===== src/rtl/binary_bbox.sv =====
`default_nettype none
// +--------------------------------------------------------------------------+
// | binary_bbox: bounding box, white-pixel count and optional centroid       |
// | (macro BBOX_CENTROID_EN) of a binarised raster frame.                    |
// | Revision: 1.0                                                            |
// +--------------------------------------------------------------------------+
module binary_bbox #(
    parameter int H_ACTIVE   = 640,
    parameter int V_ACTIVE   = 480,
    parameter int MIN_PIXELS = 16
) (
    input  logic        iCLK,
    input  logic        iRST,
    input  logic        iSOF,
    input  logic        iDVAL,
    input  logic [11:0] iDATA,
    output logic [10:0] oX_MIN,
    output logic [10:0] oX_MAX,
    output logic [9:0]  oY_MIN,
    output logic [9:0]  oY_MAX,
    output logic [18:0] oCOUNT,
    output logic        oFOUND,
    output logic        oVALID,
`ifdef BBOX_CENTROID_EN
    output logic [10:0] oCX,
    output logic [9:0]  oCY,
`endif
    output logic        oBUSY
);

    localparam logic [10:0] c_COL_LAST = 11'(H_ACTIVE - 1);
    localparam logic [9:0]  c_ROW_LAST = 10'(V_ACTIVE - 1);
    localparam logic [18:0] c_MIN_PIX  = 19'(MIN_PIXELS);
    localparam logic [18:0] c_CNT_MAX  = '1;

    typedef enum logic [1:0] {
        IDLE  = 2'd0,
        ACCUM = 2'd1,
        DONE  = 2'd2,
        DIV   = 2'd3
    } state_t;

    state_t      state_q, state_d;
    logic [10:0] col_q, col_d;
    logic [9:0]  row_q, row_d;
    logic [18:0] cnt_q, cnt_d;
    logic [10:0] xmin_q, xmin_d, xmax_q, xmax_d;
    logic [9:0]  ymin_q, ymin_d, ymax_q, ymax_d;
    logic [10:0] ox_min_q, ox_min_d, ox_max_q, ox_max_d;
    logic [9:0]  oy_min_q, oy_min_d, oy_max_q, oy_max_d;
    logic [18:0] ocount_q, ocount_d;
    logic        ofound_q, ofound_d;
    logic        ovalid_q, ovalid_d;
    logic        w_start, w_in_frame, w_load_out;
    logic        w_unused_data;

`ifdef BBOX_CENTROID_EN
    localparam logic [4:0] c_DIV_LAST = 5'd27;

    logic [27:0] sumx_q, sumx_d, sumy_q, sumy_d;
    logic [47:0] divx_q, divx_d, divy_q, divy_d;
    logic [47:0] w_stepx, w_stepy;
    logic [4:0]  step_q, step_d;
    logic [10:0] ocx_q, ocx_d;
    logic [9:0]  ocy_q, ocy_d;

    // One restoring step on {remainder[19:0], dividend/quotient[27:0]}.
    function automatic logic [47:0] div_step(input logic [47:0] rq, input logic [18:0] d);
        logic [19:0] tmp;
        tmp = {rq[46:28], rq[27]};
        if (rq[47] || (tmp >= {1'b0, d}))
            div_step = {tmp - {1'b0, d}, rq[26:0], 1'b1};
        else
            div_step = {tmp, rq[26:0], 1'b0};
    endfunction

    assign w_stepx = div_step(divx_q, cnt_q);
    assign w_stepy = div_step(divy_q, cnt_q);
    assign oCX     = ocx_q;
    assign oCY     = ocy_q;
`endif

    assign w_unused_data = ^iDATA[10:0];

    always_comb begin
        state_d  = state_q;
        col_d    = col_q;
        row_d    = row_q;
        cnt_d    = cnt_q;
        xmin_d   = xmin_q;
        xmax_d   = xmax_q;
        ymin_d   = ymin_q;
        ymax_d   = ymax_q;
        ox_min_d = ox_min_q;
        ox_max_d = ox_max_q;
        oy_min_d = oy_min_q;
        oy_max_d = oy_max_q;
        ocount_d = ocount_q;
        ofound_d = ofound_q;
        ovalid_d = 1'b0;
`ifdef BBOX_CENTROID_EN
        sumx_d   = sumx_q;
        sumy_d   = sumy_q;
        divx_d   = divx_q;
        divy_d   = divy_q;
        step_d   = step_q;
        ocx_d    = ocx_q;
        ocy_d    = ocy_q;
        w_load_out = (state_q == DIV) && (step_q == c_DIV_LAST);
`else
        w_load_out = (state_q == DONE);
`endif
        w_start    = iSOF && ((state_q == IDLE) || (state_q == ACCUM));
        w_in_frame = w_start || (state_q == ACCUM);

        if (w_start) begin
            state_d = ACCUM;
            col_d   = '0;
            row_d   = '0;
            cnt_d   = '0;
            xmin_d  = '1;
            ymin_d  = '1;
            xmax_d  = '0;
            ymax_d  = '0;
`ifdef BBOX_CENTROID_EN
            sumx_d  = '0;
            sumy_d  = '0;
`endif
        end

        // Pixel on the start-of-frame cycle is already pixel (0,0).
        if (w_in_frame && iDVAL) begin
            if (iDATA[11]) begin
                if (col_d < xmin_d) xmin_d = col_d;
                if (col_d > xmax_d) xmax_d = col_d;
                if (row_d < ymin_d) ymin_d = row_d;
                if (row_d > ymax_d) ymax_d = row_d;
                if (cnt_d != c_CNT_MAX) cnt_d = cnt_d + 19'd1;
`ifdef BBOX_CENTROID_EN
                sumx_d = sumx_d + {17'd0, col_d};
                sumy_d = sumy_d + {18'd0, row_d};
`endif
            end
            if (col_d == c_COL_LAST) begin
                col_d = '0;
                if (row_d == c_ROW_LAST) state_d = DONE;
                else                     row_d   = row_d + 10'd1;
            end else begin
                col_d = col_d + 11'd1;
            end
        end

`ifdef BBOX_CENTROID_EN
        if (state_q == DONE) begin
            divx_d  = {20'd0, sumx_q};
            divy_d  = {20'd0, sumy_q};
            step_d  = '0;
            state_d = DIV;
        end
        if (state_q == DIV) begin
            divx_d = w_stepx;
            divy_d = w_stepy;
            step_d = step_q + 5'd1;
        end
`endif

        if (w_load_out) begin
            state_d  = IDLE;
            ovalid_d = 1'b1;
            ocount_d = cnt_q;
            ofound_d = (cnt_q >= c_MIN_PIX);
            if (cnt_q == '0) begin
                ox_min_d = '0;
                ox_max_d = '0;
                oy_min_d = '0;
                oy_max_d = '0;
            end else begin
                ox_min_d = xmin_q;
                ox_max_d = xmax_q;
                oy_min_d = ymin_q;
                oy_max_d = ymax_q;
            end
`ifdef BBOX_CENTROID_EN
            ocx_d = (cnt_q == '0) ? '0 : w_stepx[10:0];
            ocy_d = (cnt_q == '0) ? '0 : w_stepy[9:0];
`endif
        end
    end

    always_ff @(posedge iCLK or posedge iRST) begin
        if (iRST) begin
            state_q  <= IDLE;
            col_q    <= '0;
            row_q    <= '0;
            cnt_q    <= '0;
            xmin_q   <= '0;
            xmax_q   <= '0;
            ymin_q   <= '0;
            ymax_q   <= '0;
            ox_min_q <= '0;
            ox_max_q <= '0;
            oy_min_q <= '0;
            oy_max_q <= '0;
            ocount_q <= '0;
            ofound_q <= 1'b0;
            ovalid_q <= 1'b0;
`ifdef BBOX_CENTROID_EN
            sumx_q   <= '0;
            sumy_q   <= '0;
            divx_q   <= '0;
            divy_q   <= '0;
            step_q   <= '0;
            ocx_q    <= '0;
            ocy_q    <= '0;
`endif
        end else begin
            state_q  <= state_d;
            col_q    <= col_d;
            row_q    <= row_d;
            cnt_q    <= cnt_d;
            xmin_q   <= xmin_d;
            xmax_q   <= xmax_d;
            ymin_q   <= ymin_d;
            ymax_q   <= ymax_d;
            ox_min_q <= ox_min_d;
            ox_max_q <= ox_max_d;
            oy_min_q <= oy_min_d;
            oy_max_q <= oy_max_d;
            ocount_q <= ocount_d;
            ofound_q <= ofound_d;
            ovalid_q <= ovalid_d;
`ifdef BBOX_CENTROID_EN
            sumx_q   <= sumx_d;
            sumy_q   <= sumy_d;
            divx_q   <= divx_d;
            divy_q   <= divy_d;
            step_q   <= step_d;
            ocx_q    <= ocx_d;
            ocy_q    <= ocy_d;
`endif
        end
    end

    assign oX_MIN = ox_min_q;
    assign oX_MAX = ox_max_q;
    assign oY_MIN = oy_min_q;
    assign oY_MAX = oy_max_q;
    assign oCOUNT = ocount_q;
    assign oFOUND = ofound_q;
    assign oVALID = ovalid_q;
    assign oBUSY  = (state_q != IDLE);

endmodule
`default_nettype wire


===== config.mk =====
export PLATFORM = sky130hd
export DESIGN_NAME = binary_bbox
export DESIGN_NICKNAME = d
export VERILOG_FILES = /design/src/rtl/binary_bbox.sv
export SDC_FILE = /design/constraint.sdc
export NUM_CORES = 1
export LEC_CHECK = 0
export CAP_MARGIN = 20
export CORE_AREA = 2 2 111 113
export CTS_BUF_LIST = sky130_fd_sc_hd__clkbuf_4
export DETAILED_ROUTE_END_ITERATION = 10
export DIE_AREA = 0 0 113 115
export GPL_TIMING_DRIVEN = 1
export PLACE_DENSITY = 0.87
export SYNTH_ARGS = -nofsm -noshare
export SYNTH_HDL_FRONTEND = slang
export SYNTH_SLANG_ARGS = --single-unit

===== constraint.sdc =====
create_clock -name iCLK -period 10.1 [get_ports iCLK]
set_clock_uncertainty 0.15 [all_clocks]
set_input_delay 2.02 -clock iCLK [delete_from_list [all_inputs] [get_ports iCLK]]
set_output_delay 2.02 -clock iCLK [all_outputs]
set_load 0.01 [all_outputs]

==> results.md <==
* Worst Hold Path EP: oCOUNT[18]
* Critical Path RT at 10.41 ns
* Final Hold Vio Count at 0
* Count leader, synth: dfrtp_1
* Internal reg-to-reg setup slack at 6.03 ns
* Placed cells at 885
* Maxcap violations at 0
* Total gr overflow at 0
* Violated checks: DRC
* H-tree depth at 4
* Worst skew pair latency at 0.57 ns
* Initial DRC count at 399
* Setup TNS at 0 ns
* Distinct cell type count of the synthesized netlist at 69
* Io pins at 80
* Largest net degree at the start of global routing at 87
* Vias at 5524
* Top FF cell, synth: dfrtp_1
* Final period util at 0.5384
* Slew headroom at 0.2778
* Hold buffer count at CTS at 0
* CTS tree: yes
* Post-Syn Instances at 697
* RSZ-0062 raised after global routing: no
* Antenna violations before repair at 0
* Syn nets at 748
* Number of vias per cell at 6.017
* Critical path launch point: iSOF
* Row count at 40
* Nets at 809
* FFs w/ async S/R, synth at 1.000
* Setup Viol. Count Final at 0
* DIE AREA at 13000 um^2
* CP Max Fanout at 67
* Yosys top cell area share at 0.5040
* Drt pass-1 iters at 8
* Post-CTS setup repair buffer count at 0
* Number of CTS-inserted buffers at 17
* Vias in the first global route at 5730
* Setup CP Type: in -> reg
* Reg2Reg Capture Point: xmax_q[0]
* Shortest period the worst path allows at 5.438 ns
* Post-DRT Antenna Nets at 0
* Root Driver: clkbuf_4
* Die width at 113 um
* Post-synth EDFFs at 0
* CTS resizes at 0
* Switching share of power at 0.2544
* Die height at 115 um
* Cell Count, Final, Fillers Out at 918
* Yosys warnings at 0
* PD cells at 119.7 nW/um^2
* Share of post-route cells with drive strength above 1 at 0.08301
* Hold path cells at 2
* Gr usage total at 0.2596
* Peak supply drop at 0.00009191 V
* Flop pwr share at 0.610
* Clock sink total at 147
* Worst Reg-to-Reg Cells at 10
* Max clock buf depth at 2
* Combinational Power Share at 0.055
* Fill cell count at 861
* Port Buffers at 68
* Sw Pwr at 252.9 uW
* Post-synth top cells: dfrtp_1, nand2_1, nor2_1, a22o_1, mux2i_1
* Startpoint Class: input port
* Area growth, synth to finish at 13.82%
* Gp weighted congestion at 0.9342
* #FFs+latches synth at 147
* Detailed Route WL at 16000 um
* Internal Power at 741.1 uW
* First-pass GRT wire length at 27030 um
* Max frequency at 183.9 MHz
* Largest area contributor in the netlist: dfrtp_1
* Max-slew violations at 0
* Setup crit end kind: flop
* Clk pin slew, worst setup/hold paths at 0.12 ns
* Status: finished, violations left
* Clock power frac at 0.334
* Avg Inst Size Synth at 10.47 um^2
* Ant. Diodes at 0
* Synth top area cells: dfrtp_1, nand2_1, ha_1, mux2i_1, a22o_1
* Core area at 11810 um^2
* Critical R2R Launch: state_q[1]
* Post-synthesis instance area at 7298 um^2
* Leak at 4.042 nW
* Hold_sp: oCOUNT[18]
* Seq/Total Area, Yosys at 0.5040
* Routed length per instance at 17.43 um
* Hold Path Class: reg -> reg
* DRC Markers at 3
* Worst EP arrival at 5.75 ns
* Initial Util at 0.6179
* DP HPWL at 10900 um
* Worst-margin pin slew at 1.076 ns
[registers in the layout (all words and copies together), names as in the netlist, 2 cells and up]
signal   count
oCOUNT      19
ymin_q      10
oY_MAX      10
col_q       11
cnt_q       19
row_q       10
oX_MAX      11
ymax_q      10
xmin_q      11
xmax_q      11
state_q      2
oY_MIN      10
oX_MIN      11
[worst max-delay path: stages]
cell and delay [ns]:
clkdlybuf4s50_1 0.58, nand2b_4 0.44, nand2_1 0.31, inv_1 0.13
ha_1 0.32, nand3_1 0.11, or2_2 0.33, nor3b_1 0.32
a41oi_1 0.22, o21ai_1 0.62, mux2_4 0.35
[power by group through the flow]
stage               Sequential, mW  Combinational (mW)  Clock (mW)
CTS                          0.606              0.0555       0.339
detailed placement           0.618              0.0554           0
global placement             0.617              0.0524           0
global route                 0.608              0.0621       0.364
finish                       0.607              0.0549       0.332
floorplan                    0.615              0.0431           0
[final cells by class]
cell class | instances | area [um^2] | share of cell area
well taps | 147 | 183.9 | 0.02214
flip-flops and latches | 147 | 3679 | 0.4428
multi-input cells | 491 | 3347 | 0.4029
inverters | 26 | 102.6 | 0.01235
repair buffers | 75 | 753.2 | 0.09068
clock inverters | 12 | 91.34 | 0.01100
clock buffers | 20 | 150.1 | 0.01808
[routing by layer]
| metal | up-vias | wire length, um | track usage |
|---|---|---|---|
| met4 | 0 | 317 | 0.1130 |
| met1 | 2763 | 6793 | 0.3323 |
| li1 | 2568 | - | - |
| met3 | 35 | 765 | 0.06168 |
| met2 | 158 | 8120 | 0.4267 |
| met5 | - | 0 | 0 |
[cell usage in the layout (no fill, tap or decap), types with 3 or more instances in the layout]
cell type	Yosys	layout
dfrtp_1	147	147
nand2_1	124	124
clkdlybuf4s50_1	0	68
nor2_1	51	51
a22o_1	42	42
mux2i_1	40	40
ha_1	35	35
xnor2_1	26	26
inv_1	25	24
clkbuf_4	0	20
a21oi_1	20	19
nand3_1	17	17
o21ai_0	11	11
nor3_1	8	8
xor2_1	8	8
nand4_1	7	7
and3_1	7	7
nor4_1	6	6
buf_4	1	6
and4_1	5	5
and2_1	5	5
clkinv_1	1	4
or3_1	4	4
nor2b_1	4	4
nand2b_1	5	4
a31oi_1	4	4
a31o_2	4	4
o21bai_1	4	4
clkinvlp_4	0	4
clkinv_2	0	4
a211oi_1	3	3
[metrics by stage]
| step | area, um^2 | setup slack [ns] | total power [mW] | util | hold WS [ns] |
|---|---|---|---|---|---|
| final | 8307 | 4.662 | 0.9940 | 0.7033 | 0.3381 |
| after CTS | 8279 | 4.745 | 1.001 | 0.7010 | 0.3427 |
| after global placement | 8038 | 4.153 | 0.6694 | 0.6805 | 0.3106 |
| after floorplan | 7298 | 3.979 | 0.6580 | - | 0.3079 |
| after global routing | 8307 | 4.517 | 1.035 | 0.7033 | 0.3687 |
| after detailed placement | 8038 | 4.129 | 0.6731 | 0.6805 | 0.3136 |
[worst max-delay path by stage]
stage,to,slack (ns),depth (start not counted)
after floorplan,cnt_q[0],3.98,1
after global placement,xmax_q[0],4.15,11
after detailed placement,xmax_q[0],4.13,11
after CTS,xmax_q[0],4.74,11
after global routing,xmax_q[0],4.52,11
final,xmax_q[0],4.66,11
[logic make-up after synthesis]
family                     Yosys count  share of synthesized area
and+or+nand+nor                    266                     0.1779
DFF                                147                     0.5040
AOI/OAI and AO/OA                  113                     0.1174
buffers and inverters               59                    0.03926
muxes                               43                    0.06052
adders and majority gates           35                    0.06000
xor gates and xnor gates            34                    0.04080
Power figures use the tool's default switching activity.
